[src/rtl/kirby_motion_ctrl.sv]
// kirby_motion_ctrl: per-frame walk/jump/gravity motion engine; KIRBY_FLOAT_EN adds the float state
module kirby_motion_ctrl #(
  parameter logic [9:0] X_START    = 10'd210,
  parameter logic [9:0] Y_START    = 10'd240,
  parameter logic [9:0] X_MIN      = 10'd203,
  parameter logic [9:0] X_MAX      = 10'd436,
  parameter logic [9:0] Y_MIN      = 10'd152,
  parameter logic [9:0] Y_MAX      = 10'd327,
  parameter logic [9:0] MOVE_STEP  = 10'd2,
  parameter logic [5:0] JUMP_VEL   = 6'd8,
  parameter logic [5:0] GRAVITY    = 6'd1,
  parameter logic [5:0] MAX_FALL   = 6'd8,
  parameter logic [9:0] FLOAT_STEP = 10'd1
) (
  input  logic       Clk,
  input  logic       Reset,
  input  logic       frame_clk,
  input  logic       left,
  input  logic       right,
  input  logic       jump,
  input  logic       exhale,
  input  logic       freeze,
  output logic [9:0] KirbyX,
  output logic [9:0] KirbyY,
  output logic       facing_left,
  output logic [1:0] motion_state,
  output logic [5:0] vy
);
  typedef enum logic [1:0] {GROUND, RISE, FALL, FLOAT} state_t;
  localparam state_t RST_ST = (Y_START == Y_MAX) ? GROUND : FALL;
  state_t st, st_n;
  logic s1, s2, prev, jump_prev, tick, jump_edge, face_n;
  logic [9:0] x_n, y_n;
  logic [5:0] vy_n;
  logic [6:0] step;
  logic [10:0] x11, y11, x_l, x_r, y_rise, y_raw, y_fall;
  assign tick = s2 & ~prev;
  assign jump_edge = jump & ~jump_prev;
  assign motion_state = st;
  assign x11 = {1'b0, KirbyX};
  assign y11 = {1'b0, KirbyY};
  assign x_l = (x11 < {1'b0, X_MIN} + {1'b0, MOVE_STEP}) ? {1'b0, X_MIN} : x11 - {1'b0, MOVE_STEP};
  assign x_r = (x11 > {1'b0, X_MAX} - {1'b0, MOVE_STEP}) ? {1'b0, X_MAX} : x11 + {1'b0, MOVE_STEP};
  assign y_rise = (y11 < {1'b0, Y_MIN} + {5'd0, vy}) ? {1'b0, Y_MIN} : y11 - {5'd0, vy};
  assign step = ({1'b0, vy} + {1'b0, GRAVITY} > {1'b0, MAX_FALL}) ? {1'b0, MAX_FALL} : {1'b0, vy} + {1'b0, GRAVITY};
  assign y_raw = y11 + {4'd0, step};
  assign y_fall = (y_raw > {1'b0, Y_MAX}) ? {1'b0, Y_MAX} : y_raw;
`ifdef KIRBY_FLOAT_EN
  logic [10:0] y_up, y_dn, y_flt;
  assign y_up = (y11 < {1'b0, Y_MIN} + {1'b0, FLOAT_STEP}) ? {1'b0, Y_MIN} : y11 - {1'b0, FLOAT_STEP};
  assign y_dn = (y11 + {1'b0, FLOAT_STEP} > {1'b0, Y_MAX}) ? {1'b0, Y_MAX} : y11 + {1'b0, FLOAT_STEP};
  assign y_flt = jump ? y_up : y_dn;
`else
  logic unused_float;
  assign unused_float = ^{exhale, FLOAT_STEP};
`endif
  always_comb begin
    x_n = KirbyX;
    y_n = KirbyY;
    vy_n = vy;
    st_n = st;
    face_n = facing_left;
    if (left && !right) begin
      x_n = x_l[9:0];
      face_n = 1'b1;
    end else if (right && !left) begin
      x_n = x_r[9:0];
      face_n = 1'b0;
    end
    case (st)
      GROUND: if (jump_edge) begin
        st_n = RISE;
        vy_n = JUMP_VEL;
      end
      RISE: begin
        y_n = y_rise[9:0];
        st_n = (vy <= GRAVITY || y_rise == {1'b0, Y_MIN}) ? FALL : RISE;
        vy_n = (st_n == FALL) ? 6'd0 : vy - GRAVITY;
      end
      FALL: begin
        y_n = y_fall[9:0];
        st_n = (y_fall == {1'b0, Y_MAX}) ? GROUND : FALL;
        vy_n = (st_n == GROUND) ? 6'd0 : step[5:0];
      end
`ifdef KIRBY_FLOAT_EN
      FLOAT: begin
        y_n = exhale ? KirbyY : y_flt[9:0];
        st_n = exhale ? FALL : (y_flt == {1'b0, Y_MAX}) ? GROUND : FLOAT;
        vy_n = 6'd0;
      end
`endif
      default: ;
    endcase
`ifdef KIRBY_FLOAT_EN
    // airborne jump press starts floating in place; drift begins next tick
    if ((st == RISE || st == FALL) && jump_edge) begin
      y_n = KirbyY;
      vy_n = 6'd0;
      st_n = FLOAT;
    end
`endif
  end
  always_ff @(posedge Clk) begin
    s1 <= frame_clk;
    s2 <= s1;
    prev <= s2;
  end
  always_ff @(posedge Clk) begin
    if (Reset) begin
      KirbyX <= X_START;
      KirbyY <= Y_START;
      facing_left <= 1'b0;
      vy <= 6'd0;
      st <= RST_ST;
      jump_prev <= 1'b0;
    end else if (tick) begin
      jump_prev <= jump;
      if (!freeze) begin
        KirbyX <= x_n;
        KirbyY <= y_n;
        facing_left <= face_n;
        vy <= vy_n;
        st <= st_n;
      end
    end
  end
endmodule

[config.mk]
export PLATFORM = sky130hd
export DESIGN_NAME = kirby_motion_ctrl
export DESIGN_NICKNAME = d
export VERILOG_FILES = /design/src/rtl/kirby_motion_ctrl.sv
export SDC_FILE = /design/constraint.sdc
export NUM_CORES = 1
export LEC_CHECK = 0
export CAP_MARGIN = 5
export CORE_MARGIN = 2
export CORE_UTILIZATION = 42
export DETAILED_ROUTE_END_ITERATION = 8
export GPL_TIMING_DRIVEN = 0
export PLACE_DENSITY = 0.6
export SLEW_MARGIN = 25
export SYNTH_ARGS = -nofsm -noshare
export SYNTH_HDL_FRONTEND = slang
export SYNTH_SLANG_ARGS = --single-unit
[constraint.sdc]
create_clock -name Clk -period 7.8 [get_ports Clk]
set_clock_uncertainty 0.2 [all_clocks]
set_input_delay 1.56 -clock Clk [delete_from_list [all_inputs] [get_ports Clk]]
set_output_delay 1.56 -clock Clk [all_outputs]
set_load 0.01 [all_outputs]
# == Word-level counts from Yosys, hierarchy flattened ==
# Cells that the tools add are included.
# word_totals
reg_bits,33
output_inout_bits,29
# classes
n_addsub,7
magnitude_cmp,6
eq_ne,6
muxes,18
n_bitwise,5
reduce_logical,13
# ops
operator,count
two-way mux 10 bit,4
two-way mux 11 bit,2
case mux 10 bit (2 select lines),1
two-way mux 6 bit,3
case mux 6 bit (3 select lines),1
adder 10 x 7 -> 11 bit,1
equality test 11 x 8 -> 1 bit (second input constant),1
equality test 11 x 9 -> 1 bit (second input constant),1
> comparator 11 x 9 -> 1 bit (second input constant),1
subtractor 10 x 6 -> 11 bit,1
adder 10 x 2 -> 10 bit (second input constant),1
> comparator 10 x 9 -> 1 bit (second input constant),1
less-than comparator 10 x 8 -> 1 bit (second input constant),1
less-than comparator 10 x 9 -> 1 bit,1
subtractor 10 x 2 -> 10 bit (second input constant),1
adder 8 x 6 -> 9 bit (first input constant),1
adder 6 x 1 -> 7 bit (second input constant),1
> comparator 7 x 4 -> 1 bit (second input constant),1
two-way mux 7 bit,1
less-or-equal comparator 6 x 1 -> 1 bit (second input constant),1
two-way mux 2 bit,3
case mux 2 bit (3 select lines),1
AND reduction 3 bit,2
subtractor 6 x 1 -> 6 bit (second input constant),1
other kinds (13),22

# == Depth between registers and ports, before layout ==
# Gate-level depths: netlist of run 1.
# logic_depth
word_depth,11
depth_mapped,18
depth_no_buf,18

# == Worst setup path after synthesis of run 1 ==
# OpenSTA, ideal clock, no wires.
# synth_timing
kind,reg2reg
from,register vy[2]
to,register KirbyY[5]
setup_ns,0.120
t_arrival_ns,3.382
required_time_ns,7.480
setup_slack_ns,4.098
path_stages_with_launch,19
n_path_buf,1
synth_period_minus_slack_ns,3.702
cell_sequence,dfxtp_1 > clkbuf_1 > inv_1 > nor3_1 > nand2_1 > o22ai_1 > inv_1 > nor2_1 > ha_1 > inv_1 > fa_1 > nand2b_1 > a21oi_1 > o21ai_1 > nand2b_1 > xnor2_1 > a21o_1 > nor2_1 > a211o_1
# synth_between
elab_chain_cells,7
word_cells_on_any_way,11
# synth_rtl
item,line_no,source
start: declaration,27,output logic [5:0] vy
start signal: assignment,122,vy <= vy_n;
adder 6 x 1 -> 7 bit,45,"assign step = ({1'b0, vy} + {1'b0, GRAVITY} > {1'b0, MAX_FALL}) ? {1'b0, MAX_FALL} : {1'b0, vy} + {1'b0, GRAVI ..."
> comparator 7 x 4 -> 1 bit,45,
two-way mux 7 bit,45,
adder 10 x 7 -> 11 bit,46,"assign y_raw = y11 + {4'd0, step};"
> comparator 11 x 9 -> 1 bit,47,"assign y_fall = (y_raw > {1'b0, Y_MAX}) ? {1'b0, Y_MAX} : y_raw;"
two-way mux 11 bit,47,
case mux 10 bit (2 select lines) *,70,case (st)
end signal: assignment,120,KirbyY <= y_n;
end: declaration,24,"output logic [9:0] KirbyY,"
# Mark *: on every way between the ends. The rest lies on a longest branch, timed or not.
# A chain may end at the register's enable or synchronous reset.

# == Worst setup path after layout of run 1 ==
# Same ends and word-level chain as after synthesis.

==> results of run 1 <==
==> worst max-delay path, stage by stage, from the launching register on <==
cell and delay [ps]:
dfxtp_1 330, clkbuf_1 260, inv_1 150, nor3_1 410, nand2_1 120, o21ai_0 170, nand2_1 70, a21oi_1 350
inv_1 110, fa_1 440, nand2b_1 200, a21oi_1 170, o21ai_1 90, nand2b_1 170, xnor2_1 440, a21o_1 200
nor2_1 80, a211o_1 290
==> layout make-up <==
| class | count | area share [%] |
|---|---|---|
| Inverter | 28 | 2.913 |
| Clock buffer | 7 | 2.393 |
| Buffer | 20 | 2.566 |
| Clock inverter | 1 | 0.8322 |
| Tap cell | 96 | 3.329 |
| Sequential cell | 33 | 18.31 |
| Timing Repair Buffer | 34 | 9.431 |
| Multi-Input combinational cell | 329 | 60.23 |
==> per-layer routing <==
layer,global-route usage [%],vias to the layer above
met5,0,-
met4,7.576,0
met3,3.545,14
met2,38.26,84
li1,-,1559
met1,26.59,1443
==> layout by cell type, fill, tap and decap left out, types with 12 or more instances in the layout <==
cell / netlist / layout
ha_1: 28 / 28
nor3_1: 16 / 16
nor2_1: 44 / 44
nand3_1: 12 / 12
inv_1: 27 / 27
a21oi_1: 25 / 25
o21ai_0: 30 / 30
clkdlybuf4s50_1: 0 / 34
clkbuf_1: 16 / 17
dfxtp_1: 33 / 33
nand2_1: 36 / 36
==> flip-flops by register name (all words and copies together) (netlist names) <==
name / flops
KirbyX: 10
KirbyY: 10
facing_left: 1
jump_prev: 1
motion_state: 2
prev: 1
s1: 1
s2: 1
vy: 6
==> kinds of logic (layout without fill, tap and decap cells) <==
family	count (synthesis)	after routing
xor gates and xnor gates	18	18
buffers and inverters	48	90
adders and majority gates	30	30
DFF	33	33
and+or+nand+nor	155	155
other	1	3
muxes	2	2
AOI/OAI and AO/OA	121	121
==> stage by stage <==
stage               setup WS, ps  total power, W  util [%]  hold WS, ps  area (µm²)
floorplan                   4098       0.0002943         -        109.6        3032
CTS                         3456       0.0005092     52.53        129.8        3608
detailed placement          3494       0.0003366     50.84        112.1        3492
finish                      3434       0.0005068     52.53        128.8        3608
global route                3077       0.0005365     52.53        132.5        3608
global placement            3573       0.0003351     50.84        110.2        3492
==> power by group <==
group	total (W)	switching, W	internal (W)
sequential	0.000184	0.00000891	0.000175
combinational	0.000151	0.0000889	0.0000624
clock	0.000172	0.0000677	0.000104
==> worst max-delay path by stage <==
stage	slack [ps]	depth (start not counted)	end
2_1_floorplan	4100	18	KirbyY[5]
3_3_place_gp	3570	17	vy[3]
3_5_place_dp	3490	17	KirbyY[5]
4_1_cts	3460	17	KirbyY[5]
5_1_grt	3080	18	motion_state[1]
6_report	3430	17	KirbyY[5]
==> flow_summary.ini, run 1 <==
[logic_synthesis]
ys_types = 64
synth-async-reset-ratio_pct = 0
ys_seq_area_share_pct = 21.85
synth_area_leaders = dfxtp_1 22%, ha_1 12%, nor2_1 5.5%
yosys_warnings = 0
synth_common_cells = 44 x nor2_1, 36 x nand2_1, 33 x dfxtp_1
synth_area_um2 = 3024
yosys.area_share.simple_pct = 25.40
yosysMostFrequentCell = nor2_1
synthAdderAreaFrac_pct = 12.91
synth_top_area_share_pct = 21.85
synth-seq-cells = 33
synth_ff_type = dfxtp_1
yosys-mux-area-fraction_pct = 1.076
avgSynthCellArea_um2 = 7.412
synthCells = 408
synth-compound-area-share_pct = 26.89
synthXorXnorAreaFrac_pct = 5.213
synth-edff-count = 0
synth_top_family_by_area = compound AO/OA/AOI/OAI gates
synth_area_leader_cell = dfxtp_1

[critical_path]
r2r_slack_ps = 3430
crit_arrival_ps = 4350
cp_max_fo = 7
regToRegEndpoint = KirbyY[5]
startpoint = vy[2]
endpoint_kind = flop
worstRegToRegCells = 17
start_kind = flop
timing_worst_setup_path_type = reg -> reg
rr_startpoint = vy[2]
cp.required_ps = 7780

[floorplan]
ioPinCount = 37
fp.dieH_um = 88.86
rows = 30
fp.coreArea_um2 = 6869
die-area_um2 = 7895
start_util_pct = 44.03
die_x_um = 88.86

[global_route]
grt_pass1_vias = 2883
grt_pass1_wl_um = 13500
overflow = 0
track_usage_pct = 21.71
antenna_found_initial = 0
grt_max_degree = 11

[clock_network]
clock-root-buffer = clkbuf_8
clk_pin_slew_worst_paths_ps = 80
cts_buffers = 5
cts_resized = 0
cts_tree = yes
clockBufferDepth = 2
cts_sinks = 33
postCtsSetupBuffers = 0
htreeDepth = 2
insertion_delay_ps = 290
ctsHoldBuffers = 0

[route]
wire_per_inst_um = 15.07
routed_wl_um = 8257
routed-wl-met2_um = 4116
drc = 0
wl_met1_um = 3633
first_iter_violations = 119
routed-wl-met3_um = 323
first_pass_iters = 5
vias_per_cell = 5.657
vias = 3100
highest_layer = met4
drtAntennaViolNets = 0

[placed_design]
place_inst = 540
place_hpwl_um = 6464
gp_congestion = 0.9247
io_buffer_count = 34

[finish]
multiInputGateArea_um2 = 2173
nets = 489
stdcell_count = 548
fill_cells = 701
syn_to_final_growth_pct = 19.32
drive_above_1_share_pct = 5.973
antennaDiodeCount = 0
regArea_um2 = 660.6

[sta]
hold_violations = 0
maxSlewViolCount = 0
finalSetupTns_ps = 0
relSlewSlack_pct = 56.79
rsz0062_at_grt = no
worst_slew_pin_slew_ps = 642.6
setup_viol = 0
post-route-period-util_pct = 55.97
min_period_ps = 4366
fmax_mhz = 229.1

[min_path]
hold_class = reg -> reg
hold_depth = 0
worstHoldStart = s1
min_to = s2

[power_and_ir_drop]
power_density_nw_per_um2 = 140.5
max-vdd-ir-drop_mv = 0.05467
p_leak_nw = 1.346

[status]
status = finished, final reports clean

[run]
maxCapViolCount = 0
Note: power is estimated with default switching activity, not from simulation.
==> run 2, diff against run 1 <==
==> constraint.sdc (replaced) <==
create_clock -name Clk -period 4.2 [get_ports Clk]
set_clock_uncertainty 0.2 [all_clocks]
set_input_delay 0.84 -clock Clk [delete_from_list [all_inputs] [get_ports Clk]]
set_output_delay 0.84 -clock Clk [all_outputs]
set_load 0.01 [all_outputs]
==> run 2 against run 1 <==
Against the previous run: total power rose by 87%; final area increased by 1.1%; sequential cell count stayed put; maximum frequency is 13% higher; core utilization increased by 0.60 points.
==> flow_summary.ini, run 2 (same netlist as run 1, synthesis figures left out) <==
[sta]
relSlewSlack_pct = 56.51
min_period_ps = 3866
maxSlewViolCount = 0
worst_slew_pin_slew_ps = 646.8
hold_violations = 0
fmax_mhz = 258.7
finalSetupTns_ps = 0
post-route-period-util_pct = 92.05
setup_viol = 0

[finish]
nets = 488
largestRegisters = KirbyX: 10 flops, KirbyY: 10 flops, vy: 6 flops
stdcell_count = 547
antennaDiodeCount = 0
fill_cells = 688
syn_to_final_growth_pct = 20.69
final_cell_area_um2 = 3650
drive_above_1_share_pct = 7.982
final_core_util_pct = 53.13
layout_common_cells = 44 x nor2_1, 36 x nand2_1, 34 x clkdlybuf4s50_1, 30 x dfxtp_1, 30 x o21ai_0
final_common_cell = nor2_1

[critical_path]
r2r_slack_ps = 330
worst_path_largest_cell_delay_ps = 490
crit_slowest_cell = dfxtp_1
regToRegEndpoint = KirbyY[5]
rr_startpoint = vy[2]
worstRegToRegCells = 17
endpoint_kind = flop
start_kind = flop
cp.required_ps = 4180
cp_max_fo = 8
crit_arrival_ps = 3850
timing_worst_setup_path_type = reg -> reg
crit_top_cell = inv_1
cp_cell_sequence = inv_1 > nor3_4 > nand2_1 > o22ai_2 > inv_1 > nor2_1 > ha_1 > inv_1 > fa_1 > nand2b_1 > a21oi_1 > o21ai_1 > nand2b_1 > xnor2_2 > a21o_1 > nor2_1 > a211o_1

[route]
drc = 0
first_pass_iters = 5
vias_per_cell = 5.697
wire_per_inst_um = 15.25
vias = 3116
routed_wl_um = 8344
drtAntennaViolNets = 0
first_iter_violations = 115

[global_route]
overflow = 0
track_usage_pct = 21.75
antenna_found_initial = 0
grt_pass1_vias = 2878
grt_max_degree = 11
grt_pass1_wl_um = 13530

[min_path]
hold_class = reg -> reg
hold_depth = 0
min_to = s2
worstHoldStart = s1

[power_and_ir_drop]
power_density_nw_per_um2 = 259.5
p_leak_nw = 1.368
max-vdd-ir-drop_mv = 0.1046
finalPower_w = 0.0009470

[clock_network]
ctsHoldBuffers = 0
cts_tree = yes
cts_buffers = 5
insertion_delay_ps = 290
clk_pin_slew_worst_paths_ps = 80
clockBufferDepth = 2
clock-root-buffer = clkbuf_8
htreeDepth = 2
postCtsSetupBuffers = 0
cts_sinks = 33

[placed_design]
place_hpwl_um = 6464
placed_cell_area_um2 = 3492
io_buffer_count = 34
place_inst = 540
gp_congestion = 0.9247

[floorplan]
ioPinCount = 37
die_x_um = 88.86
fp.coreArea_um2 = 6869
start_util_pct = 44.03
fp.dieH_um = 88.86
die-area_um2 = 7895
rows = 30

[run]
maxCapViolCount = 0

[status]
status = finished, final reports clean
[run 2: cell types whose count changed in the layout (fill, tap and decap cells not counted), sizes merged]
cell,previous run,this run
clkinvlp,0,1
clkbuf,23,22
clkinv,1,0
[run 2: layout make-up]
class / count / area, µm² / share of cell area [%]
inverters: 28 / 108.9 / 2.983
repair buffers: 34 / 340.3 / 9.325
plain buffers: 19 / 88.84 / 2.434
flip-flops and latches: 33 / 666.9 / 18.27
clock inverters: 1 / 30.03 / 0.8228
clock buffers: 7 / 86.33 / 2.365
multi-input cells: 329 / 2208 / 60.51
well taps: 96 / 120.1 / 3.291
[run 2: worst max-delay path: cells and delay by family, from the launching register on]
kind | cells | cell delay (ps)
AOI/OAI and AO/OA | 5 | 880
DFF | 1 | 490
xor gates and xnor gates | 1 | 300
and+or+nand+nor | 6 | 920
adders and majority gates | 2 | 590
buffers and inverters | 3 | 360
[run 2: timing repair]
| item | 4_1_cts | 5_1_grt |
|---|---|---|
| pin swaps | 0 | 1 |
| resized for setup | 1 | 10 |
| endpoints found under the hold margin | 0 | 0 |
| endpoints found under the setup margin | 11 | 14 |
[run 2: through the flow]
step	hold slack (ps)	setup slack, ps
after floorplan	109.6	498.1
after global placement	110.2	-26.90
after detailed placement	112.1	-106.2
after CTS	129.8	0.3464
after global routing	132.5	-11.54
final	128.8	333.8
[run 2: how the worst max path moves through the flow]
stage | start | to | slack (ps) | cells after the start
floorplan | vy[2] | KirbyY[5] | 500 | 18
global placement | vy[2] | vy[3] | -30 | 17
detailed placement | vy[2] | KirbyY[5] | -110 | 17
CTS | vy[0] | KirbyY[5] | 0.3 | 18
global route | vy[4] | motion_state[1] | -10 | 17
finish | vy[2] | KirbyY[5] | 330 | 17
[run 2: per-layer routing]
layer  wire, µm  GRT usage (%)  up-vias
met5          0              0        -
li1           -              -     1555
met2       4189          38.26       78
met3        284          3.545       14
met1       3686          26.70     1469
met4        183          7.576        0
[run 2: power breakdown]
part	switching (W)	internal, W
registers	0.0000165	0.000324
logic	0.000167	0.000118
clock network	0.000128	0.000194
total	0.000311	0.000636
==> run 3, diff against run 2 <==
--- a/config.mk
+++ b/config.mk
@@ -10,6 +10,7 @@
 export CORE_UTILIZATION = 42
 export DETAILED_ROUTE_END_ITERATION = 8
 export GPL_TIMING_DRIVEN = 0
+export HOLD_SLACK_MARGIN = 0.15
 export PLACE_DENSITY = 0.6
 export SLEW_MARGIN = 25
 export SYNTH_ARGS = -nofsm -noshare
==> constraint.sdc (replaced) <==
create_clock -name Clk -period 4.2 [get_ports Clk]
set_clock_uncertainty 0.2 [all_clocks]
set_input_delay 0.84 -clock Clk [delete_from_list [all_inputs] [get_ports Clk]]
set_output_delay 0.84 -clock Clk [all_outputs]
set_load 0.1 [all_outputs]
==> run 3 against run 2 <==
Against the previous run: total power down 3.4%; worst setup slack worse by 7.9 ps; count of clock-buffer cells in the layout down 2; sequential power about the same; wire length up 0.52%; die area unchanged; critical endpoint is now KirbyY[6].
==> flow_summary.ini, run 3 (same netlist as run 1, synthesis figures left out) <==
[power_and_ir_drop]
seqPwrFrac_pct = 37.2
p_comb_share_pct = 38.3
intPower_w = 0.0005522
switching_share_pct = 39.65
p_sw_w = 0.0003628
clkPwrFrac_pct = 24.4
power_density_nw_per_um2 = 253.0
p_leak_nw = 1.343
max-vdd-ir-drop_mv = 0.1019

[route]
wire_per_inst_um = 15.33
first_pass_iters = 7
drc = 0
vias_per_cell = 5.623
drtAntennaViolNets = 0
vias = 3076
first_iter_violations = 206
routed_wl_um = 8387

[run]
maxCapViolCount = 0

[floorplan]
die_x_um = 88.86
ioPinCount = 37
fp.dieH_um = 88.86
rows = 30
start_util_pct = 44.03
fp.coreArea_um2 = 6869
die-area_um2 = 7895

[global_route]
grt_max_degree = 11
grt_pass1_vias = 2861
overflow = 0
track_usage_pct = 21.87
grt_pass1_wl_um = 13640
antenna_found_initial = 0

[clock_network]
cts_sinks = 33
cts_tree = yes
insertion_delay_ps = 280
clockBufferDepth = 2
clock-root-buffer = clkbuf_8
postCtsSetupBuffers = 0
cts_buffers = 5
clk_pin_slew_worst_paths_ps = 70
htreeDepth = 2

[finish]
largestRegisters = KirbyX: 10 flops, KirbyY: 10 flops, vy: 6 flops
drive_above_1_share_pct = 7.982
antennaDiodeCount = 0
final_cell_area_um2 = 3617
fill_cells = 690
syn_to_final_growth_pct = 19.61
final_common_cell = nor2_1
nets = 490
layout_common_cells = 44 x nor2_1, 36 x nand2_1, 34 x clkdlybuf4s50_1, 30 x o21ai_0

[status]
status = finished, final reports clean

[sta]
min_period_ps = 3874
relSlewSlack_pct = 35.01
maxSlewViolCount = 0
hold_violations = 0
finalSetupTns_ps = 0
setup_viol = 0
worst_slew_pin_slew_ps = 971.9
fmax_mhz = 258.1
post-route-period-util_pct = 92.24
rsz0062_at_grt = no

[critical_path]
crit_buf_inv = 3
crit_arrival_ps = 3810
cp_max_fo = 8
path_delay_family = compound AO/OA/AOI/OAI gates
crit_slowest_cell = dfxtp_2
timing_worst_setup_path_type = reg -> reg
cp.required_ps = 4140
start_kind = flop
endpoint_kind = flop
worst_path_largest_cell_delay_ps = 400
cp_cell_sequence = clkinvlp_4 > nor4_1 > a31oi_1 > o22ai_2 > inv_1 > nor2_1 > ha_1 > inv_1 > fa_1 > nand2b_1 > a21oi_1 > a2111oi_2 > xor2_1 > o21ai_1 > a21o_1 > nor2_1 > a31oi_1

[placed_design]
io_buffer_count = 34
placed_cell_area_um2 = 3498
place_hpwl_um = 6462
gp_congestion = 0.9189

[min_path]
hold_class = reg -> reg
-- run 3: worst min-delay path, stage by stage (launching register included) --
cell and delay (ps):
dfxtp_1 310, nand2_1 50, a21oi_1 50
-- run 3: power groups by stage --
stage	clock [W]	sequential, W	combinational (W)
2_1_floorplan	0	0.000411	0.000200
3_3_place_gp	0	0.000348	0.000339
3_5_place_dp	0	0.000348	0.000341
4_1_cts	0.000233	0.000341	0.000344
5_1_grt	0.000244	0.000343	0.000381
6_report	0.000224	0.000341	0.000351
-- run 3: area by class of cell --
class	instances	area, µm²	area share [%]
buffer	19	88.84	2.456
clock buffer	5	68.82	1.902
clock inverter	1	5.005	0.1384
inverter	28	108.9	3.009
multi-input combinational	329	2196	60.71
sequential	33	669.4	18.51
tap	96	120.1	3.321
timing repair buffer	36	360.3	9.962
-- run 3: stage by stage --
| step | power [W] | hold slack [ps] | worst slack, ps | utilization (%) | cells |
|---|---|---|---|---|---|
| 3_5_place_dp | 0.0006889 | 112.8 | -7.457 | 50.93 | 540 |
| 5_1_grt | 0.0009675 | 290.1 | 3.030 | 52.66 | 547 |
| 4_1_cts | 0.0009173 | 260.6 | 114.6 | 52.37 | 548 |
| 3_3_place_gp | 0.0006869 | 110.1 | 17.58 | 50.93 | 540 |
| 6_report | 0.0009151 | 256.7 | 325.9 | 52.66 | 547 |
| 2_1_floorplan | 0.0006104 | 109.6 | 76.77 | - | 410 |
-- run 3: timing repair --
item / 4_1_cts / 5_1_grt
hold buffers: 2 / 0
gates resized for setup: 1 / 5
endpoints found under the hold margin: 2 / 0
pin swaps: 0 / 3
endpoints found under the setup margin: 4 / 14
cloned: 0 / 0
-- run 3: path summary, 6_finish.rpt --
kind / slack [ps] / cells past startpoint / from / to
setup / recovery: 330 / 17 / vy[4] / KirbyY[6]
hold / removal: 260 / 2 / facing_left / facing_left
setup reg to reg: 330 / 17 / vy[4] / KirbyY[6]
hold reg to reg: 260 / 2 / facing_left / facing_left
-- run 3: metal layers --
layer,up-vias,routed length (µm),GRT usage (%)
met5,-,0,0
met4,0,98,4.132
met3,9,362,3.731
met2,97,4148,39.89
met1,1412,3777,27.03
li1,1558,-,-
